$ cat src/rtl/vit_pkg.sv
// Shared widths, constants and FSM state encoding for the Viterbi path-metric sequencer.
package vit_pkg;
  localparam int PM_W      = 5;
  localparam int NODE_W    = 8;
  localparam int N_STATES  = 4;
  localparam int INIT_BIAS = 31;
  localparam int TIMEOUT   = 15;

  typedef enum logic [2:0] {
    ST_IDLE,
    ST_LAUNCH,
    ST_WAIT,
    ST_NORM,
    ST_REPORT
  } state_t;
endpackage

$ cat src/rtl/pm_min4.sv
// Combinational minimum and argmin of four values; the lowest index wins a tie.
module pm_min4 #(
  parameter int W = 8
) (
  input  logic [W-1:0] a0,
  input  logic [W-1:0] a1,
  input  logic [W-1:0] a2,
  input  logic [W-1:0] a3,
  output logic [W-1:0] min_val,
  output logic [1:0]   min_idx
);
  // Strict less-than keeps the earlier index when values are equal.
  always_comb begin
    min_val = a0;
    min_idx = 2'd0;
    if (a1 < min_val) begin
      min_val = a1;
      min_idx = 2'd1;
    end
    if (a2 < min_val) begin
      min_val = a2;
      min_idx = 2'd2;
    end
    if (a3 < min_val) begin
      min_val = a3;
      min_idx = 2'd3;
    end
  end
endmodule

$ cat src/rtl/pm_sequencer.sv
// Sequences branch-metric symbols through an external path-metric node, normalises
// the returned metrics and reports the best final state at the end of each frame.
module pm_sequencer
  import vit_pkg::*;
#(
  parameter int PM_W      = vit_pkg::PM_W,
  parameter int NODE_W    = vit_pkg::NODE_W,
  parameter int INIT_BIAS = vit_pkg::INIT_BIAS,
  parameter int TIMEOUT   = vit_pkg::TIMEOUT
) (
  input  logic              clk,
  input  logic              rst,
  input  logic              sym_valid,
  output logic              sym_ready,
  input  logic [15:0]       sym_bm,
  input  logic              sym_last,
  output logic              node_st,
  output logic [15:0]       node_bm,
  output logic [PM_W-1:0]   pre_metric0,
  output logic [PM_W-1:0]   pre_metric1,
  output logic [PM_W-1:0]   pre_metric2,
  output logic [PM_W-1:0]   pre_metric3,
  input  logic              node_done,
  input  logic [NODE_W-1:0] node_data0,
  input  logic [NODE_W-1:0] node_data1,
  input  logic [NODE_W-1:0] node_data2,
  input  logic [NODE_W-1:0] node_data3,
  output logic              best_valid,
  output logic [1:0]        best_state,
  output logic [7:0]        frame_len,
  output logic              err
);
  localparam int PM_MAX = (1 << PM_W) - 1;
  localparam logic [PM_W-1:0] BIAS = PM_W'((INIT_BIAS > PM_MAX) ? PM_MAX : INIT_BIAS);
  localparam int WC_W = $clog2(TIMEOUT + 1);

  state_t state, state_nxt;
  logic [NODE_W-1:0] raw [N_STATES];
  logic [PM_W-1:0]   pm  [N_STATES];
  logic [WC_W-1:0]   wait_cnt;
  logic [7:0]        sym_cnt;
  logic              last_q;
  logic              accept;
  logic              timeout;
  logic [NODE_W-1:0] norm_min;
  logic [1:0]        norm_idx;
  logic [PM_W-1:0]   rep_min;
  logic [1:0]        rep_idx;
  logic              unused_min;

  function automatic logic [PM_W-1:0] sat_pm(input logic [NODE_W-1:0] v);
    if (int'(v) > PM_MAX) return PM_W'(PM_MAX);
    return PM_W'(v);
  endfunction

  pm_min4 #(.W(NODE_W)) u_norm_min (
    .a0(raw[0]), .a1(raw[1]), .a2(raw[2]), .a3(raw[3]),
    .min_val(norm_min), .min_idx(norm_idx)
  );

  pm_min4 #(.W(PM_W)) u_rep_min (
    .a0(pm[0]), .a1(pm[1]), .a2(pm[2]), .a3(pm[3]),
    .min_val(rep_min), .min_idx(rep_idx)
  );

  assign unused_min = ^{norm_idx, rep_min};

  assign accept  = (state == ST_IDLE) && sym_valid;
  // The node may still answer in the cycle the counter reaches TIMEOUT; done wins.
  assign timeout = (state == ST_WAIT) && !node_done && (wait_cnt == WC_W'(TIMEOUT));

  always_ff @(posedge clk or negedge rst) begin
    if (!rst) state <= ST_IDLE;
    else      state <= state_nxt;
  end

  always_comb begin
    state_nxt = state;
    case (state)
      ST_IDLE:   if (sym_valid) state_nxt = ST_LAUNCH;
      ST_LAUNCH: state_nxt = ST_WAIT;
      ST_WAIT: begin
        if (node_done)    state_nxt = ST_NORM;
        else if (timeout) state_nxt = ST_IDLE;
      end
      ST_NORM:   state_nxt = last_q ? ST_REPORT : ST_IDLE;
      ST_REPORT: state_nxt = ST_IDLE;
      default:   state_nxt = ST_IDLE;
    endcase
  end

  always_comb begin
    sym_ready = (state == ST_IDLE);
    node_st   = (state == ST_LAUNCH);
  end

  always_ff @(posedge clk or negedge rst) begin
    if (!rst) begin
      node_bm    <= '0;
      last_q     <= 1'b0;
      sym_cnt    <= '0;
      wait_cnt   <= '0;
      err        <= 1'b0;
      best_valid <= 1'b0;
      best_state <= '0;
      frame_len  <= '0;
      for (int i = 0; i < N_STATES; i++) begin
        raw[i] <= '0;
        pm[i]  <= (i == 0) ? '0 : BIAS;
      end
    end else begin
      best_valid <= (state == ST_REPORT);
      if (accept) begin
        node_bm <= sym_bm;
        last_q  <= sym_last;
        if (sym_cnt != 8'hFF) sym_cnt <= sym_cnt + 8'd1;
      end
      if (state == ST_LAUNCH) wait_cnt <= '0;
      if (state == ST_WAIT) begin
        if (node_done) begin
          raw[0] <= node_data0;
          raw[1] <= node_data1;
          raw[2] <= node_data2;
          raw[3] <= node_data3;
        end else if (timeout) begin
          err     <= 1'b1;
          sym_cnt <= '0;
          for (int i = 0; i < N_STATES; i++) pm[i] <= (i == 0) ? '0 : BIAS;
        end else begin
          wait_cnt <= wait_cnt + WC_W'(1);
        end
      end
      if (state == ST_NORM) begin
        for (int i = 0; i < N_STATES; i++) pm[i] <= sat_pm(raw[i] - norm_min);
      end
      if (state == ST_REPORT) begin
        best_state <= rep_idx;
        frame_len  <= sym_cnt;
        sym_cnt    <= '0;
        for (int i = 0; i < N_STATES; i++) pm[i] <= (i == 0) ? '0 : BIAS;
      end
    end
  end

  assign pre_metric0 = pm[0];
  assign pre_metric1 = pm[1];
  assign pre_metric2 = pm[2];
  assign pre_metric3 = pm[3];
endmodule

$ cat config.mk
export PLATFORM = sky130hd
export DESIGN_NAME = pm_sequencer
export DESIGN_NICKNAME = d
export VERILOG_FILES = /design/src/rtl/vit_pkg.sv /design/src/rtl/pm_min4.sv /design/src/rtl/pm_sequencer.sv
export SDC_FILE = /design/constraint.sdc
export NUM_CORES = 1
export LEC_CHECK = 0
export ABC_AREA = 1
export BUFFER_PORTS_ARGS = -buffer_cell sky130_fd_sc_hd__buf_4
export CAP_MARGIN = 25
export CORE_MARGIN = 2
export CORE_UTILIZATION = 58
export DETAILED_ROUTE_END_ITERATION = 7
export PLACE_DENSITY = 0.81
export SYNTH_ARGS = -nofsm -noshare
export SYNTH_HDL_FRONTEND = slang
export SYNTH_SLANG_ARGS = --single-unit
export TNS_END_PERCENT = 20
$ cat constraint.sdc
create_clock -name clk -period 6.2 [get_ports clk]
set_input_delay 1.24 -clock clk [delete_from_list [all_inputs] [get_ports clk]]
set_output_delay 1.24 -clock clk [all_outputs]
set_load 0.01 [all_outputs]
==> results of run 1 <==
[flip-flops by register name (all words and copies together), names as in the netlist, 5 cells and up]
| signal | count |
|---|---|
| pre_metric2 | 5 |
| sym_cnt | 8 |
| pre_metric1 | 5 |
| pre_metric0 | 5 |
| frame_len | 8 |
| pre_metric3 | 5 |
| raw | 32 |
| node_bm | 16 |
[path summary, 6_finish.rpt]
check,to,startpoint,cells after the start
setup / recovery,pre_metric3[4]$_DFFE_PN1P_,raw[31]$_DFFE_PN0P_,37
hold / removal,err$_DFFE_PN0P_,err$_DFFE_PN0P_,1
setup reg to reg,pre_metric3[4]$_DFFE_PN1P_,raw[31]$_DFFE_PN0P_,37
hold reg to reg,err$_DFFE_PN0P_,err$_DFFE_PN0P_,1
max in group asynchronous,pre_metric0[0]$_DFFE_PN0P_,rst,2
min in group asynchronous,node_bm[15]$_DFFE_PN0P_,rst,1
[placed cells by master (no fill, tap or decap), types with 5 or more instances in the layout]
| cell | netlist | routed |
|---|---|---|
| dfrtp_1 | 81 | 81 |
| nand2_2 | 14 | 13 |
| xor2_1 | 10 | 10 |
| nand2_1 | 341 | 341 |
| inv_2 | 5 | 5 |
| o21ai_1 | 4 | 7 |
| ha_1 | 44 | 44 |
| nand4_1 | 14 | 14 |
| o21a_1 | 5 | 5 |
| inv_1 | 138 | 138 |
| o21ai_0 | 67 | 64 |
| nor2_1 | 59 | 59 |
| a21oi_1 | 26 | 26 |
| buf_4 | 0 | 108 |
| clkbuf_16 | 0 | 9 |
| dfstp_2 | 15 | 15 |
| nand3_1 | 73 | 73 |
[per-stage QoR]
| stage | cell area, µm² | std cells | hold slack [ps] |
|---|---|---|---|
| 2_1_floorplan | 6620 | 962 | 457 |
| 3_5_place_dp | 7520 | 1193 | 465 |
| 6_report | 7860 | 1210 | 478 |
| 4_1_cts | 7830 | 1209 | 483 |
| 5_1_grt | 7860 | 1210 | 506 |
| 3_3_place_gp | 7520 | 1193 | 455 |
[what timing repair did]
item | in CTS | in global routing
setup endpoints to repair | 0 | 20
buffers inserted | 0 | 1
gates resized for setup | 0 | 6
[logic make-up (layout without fill, tap and decap cells)]
logic type / count (synthesis) / after routing
DFF: 96 / 96
xor gates and xnor gates: 15 / 15
adders and majority gates: 44 / 44
and+or+nand+nor: 520 / 520
AOI/OAI and AO/OA: 123 / 123
buffers and inverters: 164 / 269
[routing by layer]
layer	GRT usage [%]	routed length, µm	vias up
met4	10.5	397	0
li1	-	-	3244
met2	47.4	7830	191
met5	0	0	-
met3	5.90	916	34
met1	37.4	7540	2921
[cell type report]
cell class,count,area [µm²]
multi-input combinational,702,3580
sequential,96,2420
tap,143,179
timing repair buffer,108,811
clock inverter,6,78.8
clock buffer,10,239
fill,994,3420
inverter,145,544
==> impl_metrics.toml, run 1 <==
[run_status]
status = "finished, final reports clean"

[final_layout]
postLayoutCoreUtil_pct = 69.7
area_delta_synth_final_pct = 18.7
diodes = 0
num-nets-final = 1159
drive_above_1_share_pct = 16.5

[critical_path]
crit_top_cell = "nand2_1"
crit_path_start_kind = "flip-flop"
path_class = "reg2reg"
worstPathRequired_ps = 6500
crit_family = "simple AND/OR/NAND/NOR gates"
critPathBufInv = 6
max_stage_delay_ps = 360
cpMaxStageDelayCell = "dfrtp_1"
arrival_ps = 5880
critPathCaptureType = "flip-flop"
reg2reg_slack_ps = 620
crit_path_max_fanout = 19

[logic_synthesis]
yosys.area_share.simple_pct = 33.0
syn_area_um2 = 6620
synth_top_family_by_area = "simple AND/OR/NAND/NOR gates"
synth_xor_area_share_pct = 2.10
synth_top_area_share_pct = 30.6
yosysTopAreaCell = "dfrtp_1"
avgSynthCellArea_um2 = 6.88
synth_cells = 962
yosys_warnings = 0
ys.flop_type = "dfrtp_1"
synth_compound_area_share_pct = 10.5
ys_ff_latch = 96
yosysSeqAreaShare_pct = 36.6
synth_edf_count = 0
synthDistinctLibCells = 42
synth_fa_ha_area_share_pct = 8.31
netlist_top_cells_count = "nand2_1 (341), inv_1 (138), dfrtp_1 (81), nand3_1 (73), o21ai_0 (67)"
yosysMostFrequentCell = "nand2_1"
ys_top_cells_by_area = "dfrtp_1 (31%), nand2_1 (19%), ha_1 (8.3%), inv_1 (7.8%), dfstp_2 (6.0%)"
synth_mux_area_share_pct = 0
synth_nets = 1059
async_flop_share_pct = 100

[route]
drt.antenna.violating_nets = 0
wl_per_cell_um = 13.8
firstDrtPassIters = 6
drc = 0
drt_iter0_markers = 417
avgViaCountPerCell = 5.28
vias = 6390
wl_um = 16700

[clocking]
clockBufferDepth = 2
cts_sinks = 96
root_buffer = "clkbuf_16"
clk_latency_ps = 360
postCtsHoldBufs = 0
cts-buffers-inserted = 9
htree_levels = 3
path_clk_slew_ps = 70
cts_tree = "yes"

[sta]
setup_ws_ps = 620
max_slew_margin_pct = 44.7
fin_crit_sh_pct = 90.0
layout_min_cycle_time_ps = 5580
tightest_slew_ps = 830
fmax_mhz = 179
finalHoldViolations = 0
fin_setup_tns_ps = 0
slew_viol_final = 0
fin_skew_ps = 10.2
setup_viol = 0

[placed_design]
port_buffers = 102
gp_congestion = 1.00
dp_slack_ps = 88.4
hpwl_um = 13100

[die]
initial_core_util_pct = 58.7
chipHeight_um = 111
rows = 39
die-area_um2 = 12300
die-width_um = 111
io_pins = 103
core_um2 = 11300

[global_route]
grt_pass1_wl_um = 28800
grt_overflow = 0
antenna_found_initial = 0
first_global_vias = 6178
grt_max_degree = 69
grt_usage_pct = 28.6

[worst_hold_path]
hold_class = "reg2reg"

[flow_run]
cap_violations = 0
Power of run 1 is not shown: default switching activity piles up to over one toggle a cycle in this logic, so the estimate is an artifact.
==> run 2, diff against run 1 <==
- CELL_PAD_IN_SITES_DETAIL_PLACEMENT: not set -> 1
- CELL_PAD_IN_SITES_GLOBAL_PLACEMENT: not set -> 1
- CORE_UTILIZATION: 58 -> 41
- PLACE_DENSITY: 0.81 -> not set
- PLACE_DENSITY_LB_ADDON: not set -> 0.1
==> run 2 against run 1 <==
Clock skew is essentially flat. Setup slack lost 83 ps. Non-clock buffer count shrank 1. Largest cell class unchanged. Critical endpoint is now pre_metric0[4]$_DFFE_PN0P_. Critical path depth is the same.
==> impl_metrics.toml, run 2 (synthesized netlist as in run 1, its figures left out) <==
[clocking]
root_buffer = "clkbuf_16"
clk_latency_ps = 370
cts-buffers-inserted = 9
htree_levels = 3
clockBufferDepth = 2
cts_tree = "yes"
path_clk_slew_ps = 80
postCtsHoldBufs = 0
cts_sinks = 96

[final_layout]
largest_reg_flops = 32
largestRegisters = "raw x32, node_bm x16"
area_delta_synth_final_pct = 19.9
largest_register = "raw"
layout.cells.most_common_list = "nand2_1 (341), inv_1 (138), buf_4 (107)"
num-nets-final = 1158
diodes = 0
drive_above_1_share_pct = 16.4
layout_commonest_cell = "nand2_1"

[die]
die-area_um2 = 17200
chipHeight_um = 131
die-width_um = 131
initial_core_util_pct = 41.8
core_um2 = 15800
rows = 46
io_pins = 103

[placed_design]
gp_congestion = 0.906
port_buffers = 102
dp_slack_ps = -115
hpwl_um = 16300

[sta]
fin_crit_sh_pct = 91.4
fmax_mhz = 177
fin_skew_ps = 9.69
finalHoldViolations = 0
fin_setup_tns_ps = 0
layout_min_cycle_time_ps = 5660
slew_viol_final = 0
setup_viol = 0
setup_ws_ps = 536
max_slew_margin_pct = 46.3
tightest_slew_ps = 802

[route]
drc = 0
drt.antenna.violating_nets = 0
wl_per_cell_um = 15.8
avgViaCountPerCell = 5.10
drt_iter0_markers = 276
vias = 6539
wl_um = 20200
firstDrtPassIters = 4

[critical_path]
crit_path_max_fanout = 15
arrival_ps = 5920
path_class = "reg2reg"
reg2reg_slack_ps = 540
crit_family = "simple AND/OR/NAND/NOR gates"
crit_path_start_kind = "flip-flop"
crit_top_cell = "nand2_1"
worstPathRequired_ps = 6450
max_stage_delay_ps = 360
cpMaxStageDelayCell = "dfrtp_1"
critPathCaptureType = "flip-flop"
critPathBufInv = 7

[global_route]
antenna_found_initial = 0
grt_max_degree = 61
grt_usage_pct = 25.3
grt_overflow = 0
grt_pass1_wl_um = 33600
first_global_vias = 6748

[worst_hold_path]
hold_class = "reg2reg"

[run_status]
status = "finished, final reports clean"

[flow_run]
cap_violations = 0
## run 2: changes by cell type in the layout (fill, tap and decap cells not counted), sizes merged
cell | before | now
clkbuf | 10 | 9
bufinv | 1 | 0
clkinvlp | 0 | 3
inv | 148 | 147
buf | 108 | 107
## run 2: final timing paths
kind,from,end,cells after the start
min reg2reg,frame_len[3]$_DFFE_PN0P_,frame_len[3]$_DFFE_PN0P_,2
min,frame_len[3]$_DFFE_PN0P_,frame_len[3]$_DFFE_PN0P_,2
max in group asynchronous,rst,best_state[0]$_DFFE_PN0P_,2
max,raw[31]$_DFFE_PN0P_,pre_metric0[4]$_DFFE_PN0P_,37
max reg2reg,raw[31]$_DFFE_PN0P_,pre_metric0[4]$_DFFE_PN0P_,37
min in group asynchronous,rst,node_bm[14]$_DFFE_PN0P_,1
## run 2: worst min-delay path: cells and delay by family (launching register included)
kind             cells  cell delay, ps
flip-flops           1             350
AO/OA/AOI/OAI        1              60
AND/OR/NAND/NOR      1              50
## run 2: metrics by stage
stage | utilization, % | cell area [µm²] | instances | hold slack, ps
after floorplan | - | 6620 | 962 | 457
after global placement | 48.1 | 7610 | 1266 | 464
after detailed placement | 48.1 | 7610 | 1266 | 469
after CTS | 49.9 | 7890 | 1282 | 491
after global routing | 50.1 | 7940 | 1282 | 501
final | 50.1 | 7940 | 1282 | 487
## run 2: routing by layer
metal  vias to the layer above  GRT usage [%]  share of wire [%]
met4                         0           9.32                2.6
met1                      3148           32.4                 46
met3                        32           4.02                3.5
met5                         -              0                  0
li1                       3247              -                  -
met2                       112           43.2                 48
## run 2: what timing repair did
| action | in CTS | in global routing |
|---|---|---|
| resized for setup | 1 | 12 |
| setup endpoints to repair | 19 | 20 |
| setup buffers | 0 | 0 |
## run 2: cell type report
class	instances	area (µm²)
Tap cell	216	270
Fill cell	2089	7890
Inverter	145	544
Clock buffer	9	225
Clock inverter	7	60.1
Sequential cell	96	2420
Multi-Input combinational cell	702	3610
Timing Repair Buffer	107	803
Power of run 2 is left out for the same reason.
